$ cat src/rtl/dbg_cmd_queue.sv
// Buffers host command words and issues them on a stream, consuming local DELAY words as timed stalls.
// Latency: push to empty idle queue -> cmd_out valid after next edge; host_TREADY low when full or flushing.
module dbg_cmd_queue #(
   parameter int         DEPTH        = 16,
   parameter logic [3:0] DELAY_OPCODE = 4'hF,
   parameter int         CNT_WIDTH    = 16
) (
   input  logic                     clk,
   input  logic                     rst,
   input  logic [31:0]              host_TDATA,
   input  logic                     host_TVALID,
   output logic                     host_TREADY,
   output logic [31:0]              cmd_out_TDATA,
   output logic                     cmd_out_TVALID,
   input  logic                     cmd_out_TREADY,
   input  logic                     flush,
   output logic [$clog2(DEPTH):0]   fill_level,
   output logic                     delay_active,
   output logic                     busy,
   output logic [CNT_WIDTH-1:0]     issued_cnt
);
   localparam int AW = $clog2(DEPTH);

   typedef enum logic [1:0] {S_IDLE, S_ISSUE, S_DELAY} state_t;

   logic [31:0]   mem [DEPTH];
   logic [AW-1:0] wr_ptr, rd_ptr;
   logic [AW:0]   count;
   logic [27:0]   dly_cnt, dly_cnt_nxt;
   state_t        state, state_nxt;
   logic [31:0]   out_dat_nxt;
   logic          out_vld_nxt;
   logic          push, pop, full, empty, hs, eval;
   logic [31:0]   head;
   logic          head_is_dly;

   assign full         = (count == (AW+1)'(DEPTH));
   assign empty        = (count == '0);
   assign host_TREADY  = rst && !full && !flush;
   assign push         = host_TVALID && host_TREADY;
   assign hs           = cmd_out_TVALID && cmd_out_TREADY;
   assign head         = mem[rd_ptr];
   assign head_is_dly  = (head[31:28] == DELAY_OPCODE);
   assign fill_level   = count;
   assign delay_active = (state == S_DELAY);
   assign busy         = !empty || (state != S_IDLE);

   // Head is evaluated from IDLE, or from ISSUE on the handshake cycle so commands stream back-to-back.
   always_comb begin
      state_nxt   = state;
      dly_cnt_nxt = dly_cnt;
      out_vld_nxt = cmd_out_TVALID;
      out_dat_nxt = cmd_out_TDATA;
      pop         = 1'b0;
      eval        = 1'b0;
      case (state)
         S_IDLE:  eval = 1'b1;
         S_ISSUE: eval = hs;
         S_DELAY: begin
            if (flush || dly_cnt == 28'd1) begin
               state_nxt   = S_IDLE;
               dly_cnt_nxt = '0;
            end else begin
               dly_cnt_nxt = dly_cnt - 28'd1;
            end
         end
         default: state_nxt = S_IDLE;
      endcase
      if (eval) begin
         out_vld_nxt = 1'b0;
         state_nxt   = S_IDLE;
         if (!flush && !empty) begin
            pop = 1'b1;
            if (!head_is_dly) begin
               out_dat_nxt = head;
               out_vld_nxt = 1'b1;
               state_nxt   = S_ISSUE;
            end else if (head[27:0] != 28'd0) begin
               dly_cnt_nxt = head[27:0];
               state_nxt   = S_DELAY;
            end
         end
      end
   end

   always_ff @(posedge clk or negedge rst) begin
      if (!rst) begin
         state          <= S_IDLE;
         wr_ptr         <= '0;
         rd_ptr         <= '0;
         count          <= '0;
         dly_cnt        <= '0;
         issued_cnt     <= '0;
         cmd_out_TDATA  <= '0;
         cmd_out_TVALID <= 1'b0;
      end else begin
         state          <= state_nxt;
         dly_cnt        <= dly_cnt_nxt;
         cmd_out_TDATA  <= out_dat_nxt;
         cmd_out_TVALID <= out_vld_nxt;
         if (hs)
            issued_cnt <= issued_cnt + CNT_WIDTH'(1);
         if (flush) begin
            wr_ptr <= '0;
            rd_ptr <= '0;
            count  <= '0;
         end else begin
            if (push)
               wr_ptr <= wr_ptr + AW'(1);
            if (pop)
               rd_ptr <= rd_ptr + AW'(1);
            count <= count + {{AW{1'b0}}, push} - {{AW{1'b0}}, pop};
         end
      end
   end

   // Storage needs no reset: count alone decides what is valid.
   always_ff @(posedge clk) begin
      if (push)
         mem[wr_ptr] <= host_TDATA;
   end

endmodule

$ cat config.mk
export PLATFORM = sky130hd
export DESIGN_NAME = dbg_cmd_queue
export DESIGN_NICKNAME = d
export VERILOG_FILES = /design/src/rtl/dbg_cmd_queue.sv
export SDC_FILE = /design/constraint.sdc
export NUM_CORES = 1
export LEC_CHECK = 0
export CAP_MARGIN = 30
export CORE_MARGIN = 2
export CORE_UTILIZATION = 25
export DETAILED_ROUTE_END_ITERATION = 10
export PLACE_DENSITY_LB_ADDON = 0.25
export SYNTH_ARGS = -nofsm -noshare
export SYNTH_HDL_FRONTEND = slang
export SYNTH_SLANG_ARGS = --single-unit
$ cat constraint.sdc
create_clock -name clk -period 3.85 [get_ports clk]
set_input_delay 0.77 -clock clk [delete_from_list [all_inputs] [get_ports clk]]
set_output_delay 0.77 -clock clk [all_outputs]
set_load 0.1 [all_outputs]
==> run_results.csv, run 1 <==
group,metric,value,unit
floorplanning,floorplan.initialDensity,25.2,%
critical_path,cp_slowest_stage_delay,0.54,ns
global_routing,grt_pass1_vias,13663,
cells_and_area,finalInstanceArea,0.0302,mm²
critical_path,critical-path-slowest-cell,"sky130_fd_sc_hd__dfrtp_4",
synth,synth_top_area_cell,"sky130_fd_sc_hd__edfxtp_1",
routing,initial_drt_markers,1083,
routing,drtPass1Iterations,5,
timing,final-max-slew-violation-count,0,
global_routing,grt_max_degree,77,
critical_path,setup.worst_path.start_class,"flop",
placement,numPlacedInstances,2759,
routing,ant_nets,0,
clocking,cts-htree-levels,3,
cells_and_area,layout.filler_cells,9343,
floorplanning,placement_rows,114,
clocking,clk_path_buf_depth,3,
cells_and_area,layout_common_cells,"sky130_fd_sc_hd__edfxtp_1 (512), sky130_fd_sc_hd__mux4_2 (92), sky130_fd_sc_hd__mux2i_1 (91)",
power_and_ir_drop,switching_power_summed_over_all_nets,6770,µW
timing,max_slew_margin,32.8,%
synth,synth_area,0.0243,mm²
status,outcome,"complete, no violations",
power_and_ir_drop,ir_drop,0.000357,V
synth,synth-seq-cells,604,
cells_and_area,nets,1606,
timing,grt_setup_unrepaired,"false",
critical_path,critical_path.max_fanout,29,
synth,yosys-top-cells-area,"sky130_fd_sc_hd__edfxtp_1 (63%), sky130_fd_sc_hd__dfrtp_1 (9.5%), sky130_fd_sc_hd__mux4_2 (8.5%)",
timing,tightest_slew,1.01,ns
timing,finClkSkew,0.0315,ns
critical_path,critPathRequiredTime,4.35,ns
floorplanning,die_area,0.0997,mm²
floorplanning,core-area,0.0966,mm²
power_and_ir_drop,finalPower,20400,µW
clocking,numCtsBuffers,69,
timing,fin_setup_tns,0,ns
synth,post_synthesis_net_count,1400,
critical_path,critical_path.endpoint_type,"flop",
routing,via_count,13445,
routing,post_drt_wl_per_cell,23.6,µm
clocking,postCtsResizedCells,0,
routing,route.detailed.drc,0,
power_and_ir_drop,p_comb_share,28.6,%
run,timing.max_cap.violations,0,
global_routing,grt_overflow_total,0,
timing,finalWorstPathRequiredPeriod,3.58,ns
global_routing,number_of_antenna_violations_at_the_first_check_in_global_routing,5,
floorplanning,die_width,316,µm
synth,synth_warn,0,
global_routing,grtUsageTotal,13.7,%
power_and_ir_drop,power.internal,13700,µW
synth,yosysUniqueCellTypes,56,
clocking,clock-sinks,604,
worst_hold_path,hp-class,"in2async",
power_and_ir_drop,clock_power_share,32.5,%
synth,synthesis.area_per_instance,18.0,µm²
synth,portion_of_synthesized_cell_area_occupied_by_the_leading_cell_type,63.3,%
placement,gp_routability_congestion,0.795,
power_and_ir_drop,sw_frac_of_total,33.1,%
critical_path,crit_path_cell_trace,"buf_12, mux4_2, a22o_1, a221oi_2, nand4_1, nor4_2, a41oi_4, buf_12, mux2_4",
placement,numPortBuffers,93,
synth,synth-seq-area-share,72.8,%
timing,max_freq,279,MHz
timing,endpoints_failing_hold,0,
clocking,tritoncts_clock_tree,"done",
global_routing,grt_first_pass_wirelength,97600,µm
routing,drt-total-wl,68300,µm
timing,timing.final.setup_violations,0,
synth,dominantRegCellSynth,"sky130_fd_sc_hd__edfxtp_1",
power_and_ir_drop,power_frac_seq,38.9,%
timing,finalCritPeriodShare,93.0,%
placement,dp_hpwl,43200,µm
power_and_ir_drop,power.static_leakage,0.00994,µW
timing,fin_worst_hold_slack,0.282,ns
cells_and_area,post_layout_nonfiller_instances,2887,
critical_path,worst-setup-path-type,"reg2reg",
clocking,clk_pin_slew_worst_paths,0.06,ns
floorplanning,die_h,316,µm
clocking,postCtsHoldBufs,0,
critical_path,worstPathArrival,4.08,ns
synth,synth-async-reset-ratio,15.2,%
clocking,insertion_delay,0.62,ns
routing,via_per_inst,4.66,
cells_and_area,fraction_of_final_layout_cells_sized_beyond_drive_strength_1,23.6,%
floorplanning,io_pins,94,
cells_and_area,flow.area_growth_from_synthesis,24.2,%
clocking,clk_root_buffer_cell,"sky130_fd_sc_hd__clkbuf_16",
power_and_ir_drop,pwr_density_cell,677,mW/mm²
critical_path,timing.critical_path.mode_cell,"sky130_fd_sc_hd__buf_12",
synth,synth-edff-count,512,
placement,dpl-instance-area,0.0279,mm²
clocking,cts_setup_buffers,0,
synth,syn-instance-count,1348,
cells_and_area,commonest_non_fill_non_tap_cell_in_the_layout,"sky130_fd_sc_hd__edfxtp_1",
cell type report:
type	count	area (µm²)	area share, %
clock buffer	78	1800	5.97
clock inverter	49	498	1.65
inverter	20	77.6	0.257
tap	1276	1600	5.29
sequential	604	17700	58.6
timing repair buffer	203	2280	7.57
antenna	1	2.50	0.00829
multi-input combinational	656	6220	20.6
synth_stat cells (2+ instances only):
library cell	instances
sky130_fd_sc_hd__a32o_1	3
sky130_fd_sc_hd__nor3b_1	3
sky130_fd_sc_hd__xnor2_1	15
sky130_fd_sc_hd__a221oi_1	40
sky130_fd_sc_hd__nor3_1	13
sky130_fd_sc_hd__a21oi_1	12
sky130_fd_sc_hd__and3_1	4
sky130_fd_sc_hd__nor4_1	7
sky130_fd_sc_hd__a221oi_2	3
sky130_fd_sc_hd__nor2_1	55
sky130_fd_sc_hd__or2_2	2
sky130_fd_sc_hd__dfrtp_1	92
sky130_fd_sc_hd__or3_1	3
sky130_fd_sc_hd__edfxtp_1	512
sky130_fd_sc_hd__buf_1	3
sky130_fd_sc_hd__and2_1	19
sky130_fd_sc_hd__nor2b_1	10
sky130_fd_sc_hd__ha_1	14
sky130_fd_sc_hd__a21o_1	2
sky130_fd_sc_hd__nand2b_1	5
sky130_fd_sc_hd__mux2_2	27
sky130_fd_sc_hd__xor2_1	6
sky130_fd_sc_hd__a22o_1	9
sky130_fd_sc_hd__nand2_1	57
sky130_fd_sc_hd__nand3_1	13
sky130_fd_sc_hd__nand3b_1	3
sky130_fd_sc_hd__nor4_2	2
sky130_fd_sc_hd__a32oi_1	2
sky130_fd_sc_hd__o31ai_1	8
sky130_fd_sc_hd__nand4_1	11
sky130_fd_sc_hd__a311oi_1	2
sky130_fd_sc_hd__mux2_4	4
sky130_fd_sc_hd__buf_2	13
sky130_fd_sc_hd__a31oi_1	23
sky130_fd_sc_hd__inv_1	20
sky130_fd_sc_hd__mux4_2	92
sky130_fd_sc_hd__buf_4	7
sky130_fd_sc_hd__clkbuf_1	33
sky130_fd_sc_hd__buf_6	9
sky130_fd_sc_hd__a22oi_1	29
sky130_fd_sc_hd__buf_8	3
sky130_fd_sc_hd__mux2i_1	91
sky130_fd_sc_hd__o21ai_0	54
power by group through the flow:
stage,clock [µW],combinational (µW),sequential (µW)
after floorplan,0,2440,9450
after global placement,0,5640,8090
after detailed placement,0,5900,8090
after CTS,6820,5910,7960
after global routing,7060,6180,8000
final,6650,5840,7940
registers in the layout, summed over array words and instances (netlist names):
name	cells
fill_level	5
cmd_out_TVALID	1
dly_cnt	28
issued_cnt	16
wr_ptr	4
rd_ptr	4
cmd_out_TDATA	32
mem	512
state	2
worst max-delay path, delay by kind of cell (launching register included):
family / cells / cell delay [ns]
muxes: 2 / 0.84
DFF: 1 / 0.54
buffers and inverters: 2 / 0.49
AOI/OAI and AO/OA: 3 / 0.86
and+or+nand+nor: 2 / 0.69
cells by family after synthesis:
logic type / count (synthesis) / share of synthesized area (%)
adders and majority gates: 15 / 0.803
and+or+nand+nor: 211 / 4.25
muxes: 214 / 13.8
DFF: 604 / 72.8
xor gates and xnor gates: 21 / 0.757
AOI/OAI and AO/OA: 195 / 5.71
buffers and inverters: 88 / 1.95
metal layers:
metal	global-route usage, %	vias up	part of all wire, %
met1	18.9	7161	45
met3	2.95	88	5.1
met5	0	-	0.051
met2	22.0	322	48
li1	-	5868	-
met4	3.22	6	1.9
path summary, 6_finish.rpt:
| path | startpoint | slack (ns) | cells past startpoint | endpoint |
|---|---|---|---|---|
| worst min-delay path | rst | 0.28 | 2 | issued_cnt[13] |
| worst max-delay path | rd_ptr[0] | 0.27 | 9 | dly_cnt[25] |
| max in group asynchronous | rst | 2.39 | 3 | cmd_out_TDATA[19] |
| min in group clk | issued_cnt[15] | 0.48 | 1 | issued_cnt[15] |
| worst min register to register | issued_cnt[15] | 0.48 | 1 | issued_cnt[15] |
| worst max register to register | rd_ptr[0] | 0.27 | 9 | dly_cnt[25] |
through the flow:
step,setup WS [ns],util [%]
after global placement,0.0254,28.6
after floorplan,0.00363,-
after CTS,0.245,31.3
after detailed placement,0.0929,28.9
after global routing,0.0971,31.3
final,0.269,31.3
(Power assumes the default switching activity.)
==> inputs of run 2 (changes only) <==
Settings changed: MAX_ROUTING_LAYER set to met4.
==> run 2 against run 1 <==
- first-iteration DRC count fell by 2.7%
- fmax rose by 0.45%
- clock power barely moved
- largest power group unchanged
==> run_results.csv, run 2 (synthesis results as in run 1) <==
group,metric,value,unit
status,outcome,"complete, no violations",
critical_path,timing.critical_path.mode_cell,"sky130_fd_sc_hd__buf_12",
routing,via_count,13415,
timing,timing.final.setup_violations,0,
placement,detailedPlace.worstSlack,0.0929,ns
power_and_ir_drop,power.static_leakage,0.00994,µW
timing,finalCritPeriodShare,92.6,%
critical_path,worst_r2r_endpoint,"dly_cnt[24]",
timing,finalWorstPathRequiredPeriod,3.57,ns
cells_and_area,post_layout_nonfiller_instances,2890,
critical_path,critical-path-slowest-cell,"sky130_fd_sc_hd__dfrtp_4",
floorplanning,die_h,316,µm
power_and_ir_drop,finalPower,20400,µW
floorplanning,floorplan.initialDensity,25.2,%
cells_and_area,top_regs,"mem: 512 flops, cmd_out_TDATA: 32 flops, dly_cnt: 28 flops",
critical_path,critPathRequiredTime,4.34,ns
routing,drt-total-wl,68300,µm
critical_path,cp_slowest_stage_delay,0.55,ns
critical_path,worstPathArrival,4.06,ns
timing,tightest_slew,1.01,ns
clocking,insertion_delay,0.62,ns
floorplanning,placement_rows,114,
critical_path,regToRegSetupSlack,0.28,ns
clocking,clock-sinks,604,
routing,via_per_inst,4.64,
clocking,clk_root_buffer_cell,"sky130_fd_sc_hd__clkbuf_16",
cells_and_area,layout_common_cells,"sky130_fd_sc_hd__edfxtp_1 (512), sky130_fd_sc_hd__mux4_2 (92), sky130_fd_sc_hd__mux2i_1 (91)",
floorplanning,core-area,0.0966,mm²
critical_path,beginning_of_the_worst_register_to_register_path,"rd_ptr[0]",
routing,drtPass1Iterations,5,
placement,numPortBuffers,93,
critical_path,critical_path.endpoint_type,"flop",
critical_path,critPathTopFamily,"multiplexers",
power_and_ir_drop,power.internal,13700,µW
floorplanning,die_area,0.0997,mm²
clocking,cts-htree-levels,3,
power_and_ir_drop,pwr_density_cell,677,mW/mm²
critical_path,r2r.worst_path.cells,9,
global_routing,number_of_antenna_violations_at_the_first_check_in_global_routing,5,
power_and_ir_drop,ir_drop,0.000357,V
cells_and_area,fraction_of_final_layout_cells_sized_beyond_drive_strength_1,23.6,%
floorplanning,die_width,316,µm
power_and_ir_drop,sw_frac_of_total,33.1,%
timing,endpoints_failing_hold,0,
clocking,numCtsBuffers,69,
routing,ant_nets,0,
placement,dp_hpwl,43200,µm
timing,final-max-slew-violation-count,0,
cells_and_area,commonest_non_fill_non_tap_cell_in_the_layout,"sky130_fd_sc_hd__edfxtp_1",
routing,initial_drt_markers,1054,
cells_and_area,largest_register_ff_count,512,
clocking,postCtsHoldBufs,0,
critical_path,endpoint,"dly_cnt[24]",
placement,gp_routability_congestion,0.806,
routing,route.detailed.drc,0,
placement,dpl-instance-area,0.0279,mm²
routing,post_drt_wl_per_cell,23.6,µm
timing,finalWorstSetupSlack,0.285,ns
worst_hold_path,hp-class,"in2async",
placement,numPlacedInstances,2759,
timing,grt_setup_unrepaired,"false",
timing,fin_setup_tns,0,ns
cells_and_area,nets,1606,
clocking,cts_setup_buffers,0,
power_and_ir_drop,clock_power_share,32.5,%
floorplanning,io_pins,94,
critical_path,worst-path-stages,9,
clocking,clk_pin_slew_worst_paths,0.06,ns
global_routing,grtUsageTotal,14.1,%
run,timing.max_cap.violations,0,
timing,finClkSkew,0.0327,ns
cells_and_area,layout.filler_cells,9341,
cells_and_area,finalInstanceArea,0.0302,mm²
power_and_ir_drop,switching_power_summed_over_all_nets,6770,µW
critical_path,crit_path_start,"rd_ptr[0]",
global_routing,grt_overflow_total,0,
critical_path,worst-setup-path-type,"reg2reg",
cells_and_area,registers.top_by_ff_count,"mem",
power_and_ir_drop,power_frac_seq,38.9,%
timing,max_freq,280,MHz
clocking,tritoncts_clock_tree,"done",
critical_path,critical_path.max_fanout,29,
global_routing,grt_max_degree,77,
cells_and_area,flow.area_growth_from_synthesis,24.3,%
global_routing,grt_first_pass_wirelength,97700,µm
critical_path,critical_path.n_buffers_inverters,2,
critical_path,setup.worst_path.start_class,"flop",
timing,max_slew_margin,32.8,%
critical_path,crit_path_cell_trace,"buf_12, mux4_2, a22o_1, a221oi_2, nand4_1, nor4_2, a41oi_4, buf_12, mux2_4",
global_routing,grt_pass1_vias,13592,
power_and_ir_drop,p_comb_share,28.6,%
clocking,postCtsResizedCells,0,
clocking,clk_path_buf_depth,3,
[run 2: changes by cell type in the layout (fill, tap and decap cells not counted)]
cell,change
sky130_fd_sc_hd__diode_2,+3
[run 2: through the flow]
stage | util [%] | hold WS, ns
finish | 31.3 | 0.279
detailed placement | 28.9 | 0.476
floorplan | - | 0.474
global placement | 28.6 | 0.464
global route | 31.3 | 0.311
CTS | 31.3 | 0.282
[run 2: layout make-up]
class / instances / area (µm²) / share of cell area [%]
flip-flops and latches: 604 / 17700 / 58.6
multi-input cells: 656 / 6220 / 20.6
repair buffers: 203 / 2280 / 7.57
clock buffers: 78 / 1800 / 5.97
well taps: 1276 / 1600 / 5.29
clock inverters: 49 / 498 / 1.65
inverters: 20 / 77.6 / 0.257
diodes: 4 / 10.0 / 0.0332
[run 2: power groups by stage]
stage	clock network (µW)	registers (µW)	logic (µW)
after floorplan	0	9450	2440
after CTS	6820	7960	5910
after global placement	0	8090	5640
after detailed placement	0	8090	5900
final	6650	7950	5840
after global routing	7060	8000	6180
[run 2: worst min-delay path by stage]
| stage | start | endpoint |
|---|---|---|
| 3_5_place_dp | issued_cnt[15] | issued_cnt[15] |
| 5_1_grt | rst | issued_cnt[13] |
| 6_report | rst | issued_cnt[13] |
| 2_1_floorplan | rst | cmd_out_TDATA[0] |
| 3_3_place_gp | issued_cnt[15] | issued_cnt[15] |
| 4_1_cts | rst | issued_cnt[13] |
[run 2: routing by layer]
layer  part of all wire, %  GRT usage [%]  up-vias
met2                    47           21.9      356
met3                   5.4           2.91       84
met5                     0              -        -
met1                    45           19.0     7113
li1                      -              -     5862
met4                   1.7           3.17        0
==> inputs of run 3 (changes only) <==
Settings changed: GPL_TIMING_DRIVEN set to 0.
==> run 3 against run 2 <==
- cell count fell by 0.38%
- clock-buffer cell count grew 13
- critical path depth down 3
- core utilization down 0.35 points
- critical path type is now reg2out
- critical endpoint is now busy
==> run_results.csv, run 3 (synthesis results as in run 1) <==
group,metric,value,unit
timing,max_slew_margin,26.5,%
routing,via_count,13419,
clocking,tritoncts_clock_tree,"done",
cells_and_area,top_regs,"mem: 512 flops, cmd_out_TDATA: 32 flops, dly_cnt: 28 flops",
timing,finalCritPeriodShare,96.0,%
clocking,insertion_delay,0.61,ns
timing,tightest_slew,1.09,ns
routing,ant_nets,0,
floorplanning,core-area,0.0966,mm²
routing,post_drt_wl_per_cell,24.5,µm
timing,final-max-slew-violation-count,0,
global_routing,grtUsageTotal,14.7,%
cells_and_area,layout_common_cells,"sky130_fd_sc_hd__edfxtp_1 (512), sky130_fd_sc_hd__mux4_2 (92), sky130_fd_sc_hd__mux2i_1 (91)",
clocking,clock-sinks,604,
critical_path,worst-setup-path-type,"reg2out",
clocking,numCtsBuffers,69,
timing,finClkSkew,0.0153,ns
critical_path,critical_path.max_fanout,3,
cells_and_area,finalCoreUtilization,30.9,%
critical_path,worst_r2r_endpoint,"dly_cnt[26]",
clocking,postCtsHoldBufs,0,
clocking,clk_path_buf_depth,3,
placement,detailedPlace.worstSlack,-0.960,ns
placement,dp_hpwl,46500,µm
clocking,clk_root_buffer_cell,"sky130_fd_sc_hd__clkbuf_16",
timing,endpoints_failing_hold,0,
critical_path,worstPathArrival,2.93,ns
cells_and_area,finalInstanceArea,0.0299,mm²
routing,via_per_inst,4.66,
critical_path,regToRegSetupSlack,0.17,ns
power_and_ir_drop,ir_drop,0.000338,V
power_and_ir_drop,power.static_leakage,0.00971,µW
placement,gp_routability_congestion,0.808,
floorplanning,io_pins,94,
placement,numPortBuffers,93,
cells_and_area,registers.top_by_ff_count,"mem",
critical_path,r2r.worst_path.cells,11,
routing,drtPass1Iterations,5,
timing,finalWorstSetupSlack,0.154,ns
cells_and_area,flow.area_growth_from_synthesis,22.9,%
global_routing,grt_max_degree,60,
critical_path,beginning_of_the_worst_register_to_register_path,"rd_ptr[3]",
cells_and_area,nets,1597,
critical_path,critical_path.endpoint_type,"primary output",
floorplanning,placement_rows,114,
floorplanning,die_area,0.0997,mm²
floorplanning,die_width,316,µm
global_routing,grt_pass1_vias,13946,
clocking,cts-htree-levels,3,
global_routing,grt_first_pass_wirelength,101000,µm
routing,route.detailed.drc,0,
power_and_ir_drop,pwr_density_cell,672,mW/mm²
run,timing.max_cap.violations,0,
critical_path,setup.worst_path.start_class,"flop",
timing,timing.final.setup_violations,0,
worst_hold_path,hp-class,"in2async",
floorplanning,floorplan.initialDensity,25.2,%
global_routing,grt_overflow_total,0,
clocking,clk_pin_slew_worst_paths,0.06,ns
timing,grt_setup_unrepaired,"true",
routing,drt-total-wl,70600,µm
cells_and_area,fraction_of_final_layout_cells_sized_beyond_drive_strength_1,22.2,%
cells_and_area,commonest_non_fill_non_tap_cell_in_the_layout,"sky130_fd_sc_hd__edfxtp_1",
timing,max_freq,271,MHz
critical_path,critPathRequiredTime,3.08,ns
status,outcome,"complete, no violations",
global_routing,number_of_antenna_violations_at_the_first_check_in_global_routing,6,
placement,dpl-instance-area,0.0274,mm²
cells_and_area,largest_register_ff_count,512,
routing,initial_drt_markers,993,
timing,fin_setup_tns,0,ns
floorplanning,die_h,316,µm
timing,finalWorstPathRequiredPeriod,3.70,ns
## run 3: cell types whose count changed in the layout (fill, tap and decap cells not counted), sizes merged
cell and change:
buf -50, bufinv -6, clkbuf +50, clkdlybuf4s15 +1, clkdlybuf4s18 +1, clkdlybuf4s50 +1
clkinv -12, clkinvlp -1, diode +2, dlygate4sd2 +1, inv +2
## run 3: stage by stage
stage | total power (µW) | instances | hold slack (ns)
2_1_floorplan | 11900 | 1348 | 0.474
3_3_place_gp | 13700 | 2717 | 0.464
3_5_place_dp | 13800 | 2741 | 0.484
4_1_cts | 20200 | 2867 | 0.132
5_1_grt | 20900 | 2879 | 0.163
6_report | 20100 | 2879 | 0.143
## run 3: critical path, cell delays in order (launching register included)
cell and delay, ns:
sky130_fd_sc_hd__dfrtp_4 0.50, sky130_fd_sc_hd__inv_4 0.07, sky130_fd_sc_hd__ha_4 0.14, sky130_fd_sc_hd__nor4b_1 0.25
sky130_fd_sc_hd__clkdlybuf4s18_2 0.29, sky130_fd_sc_hd__nand2_1 0.07, sky130_fd_sc_hd__clkdlybuf4s50_1 0.98
## run 3: worst max path at each step
stage                     to  cells after the start     startpoint
5_1_grt          dly_cnt[24]                     13      rd_ptr[0]
4_1_cts          dly_cnt[24]                     12      rd_ptr[0]
2_1_floorplan  fill_level[4]                     14  fill_level[3]
3_5_place_dp     dly_cnt[24]                     11      rd_ptr[1]
6_report                busy                      6  fill_level[2]
3_3_place_gp     mem[10][19]                      8            rst
## run 3: where the power goes
part | leakage (µW) | internal (µW) | switching (µW)
clock network | 0.00105 | 3640 | 2630
logic | 0.00292 | 2030 | 3860
registers | 0.00574 | 7510 | 386
total | 0.00971 | 13200 | 6870
## run 3: final cells by class
cell class	instances	area [µm²]
inverter	20	77.6
sequential	604	17700
timing repair buffer	126	1510
tap	1276	1600
clock buffer	91	1870
buffer	68	487
clock inverter	32	284
antenna	6	15.0
multi-input combinational	656	6330
fill	9391	66700
## run 3: what timing repair did
item / 4_1_cts / 5_1_grt
pin swaps: 4 / 4
endpoints found under the setup margin: 65 / 43
gates cloned: 0 / 0
buffers inserted: 3 / 5
gates resized for setup: 49 / 31
## run 3: routing by layer
metal / vias to the layer above / GRT usage [%] / share of wire (%)
li1: 5876 / - / -
met5: - / - / 0
met1: 7067 / 18.4 / 43
met2: 363 / 23.8 / 49
met4: 0 / 3.86 / 2.3
met3: 113 / 3.69 / 5.7
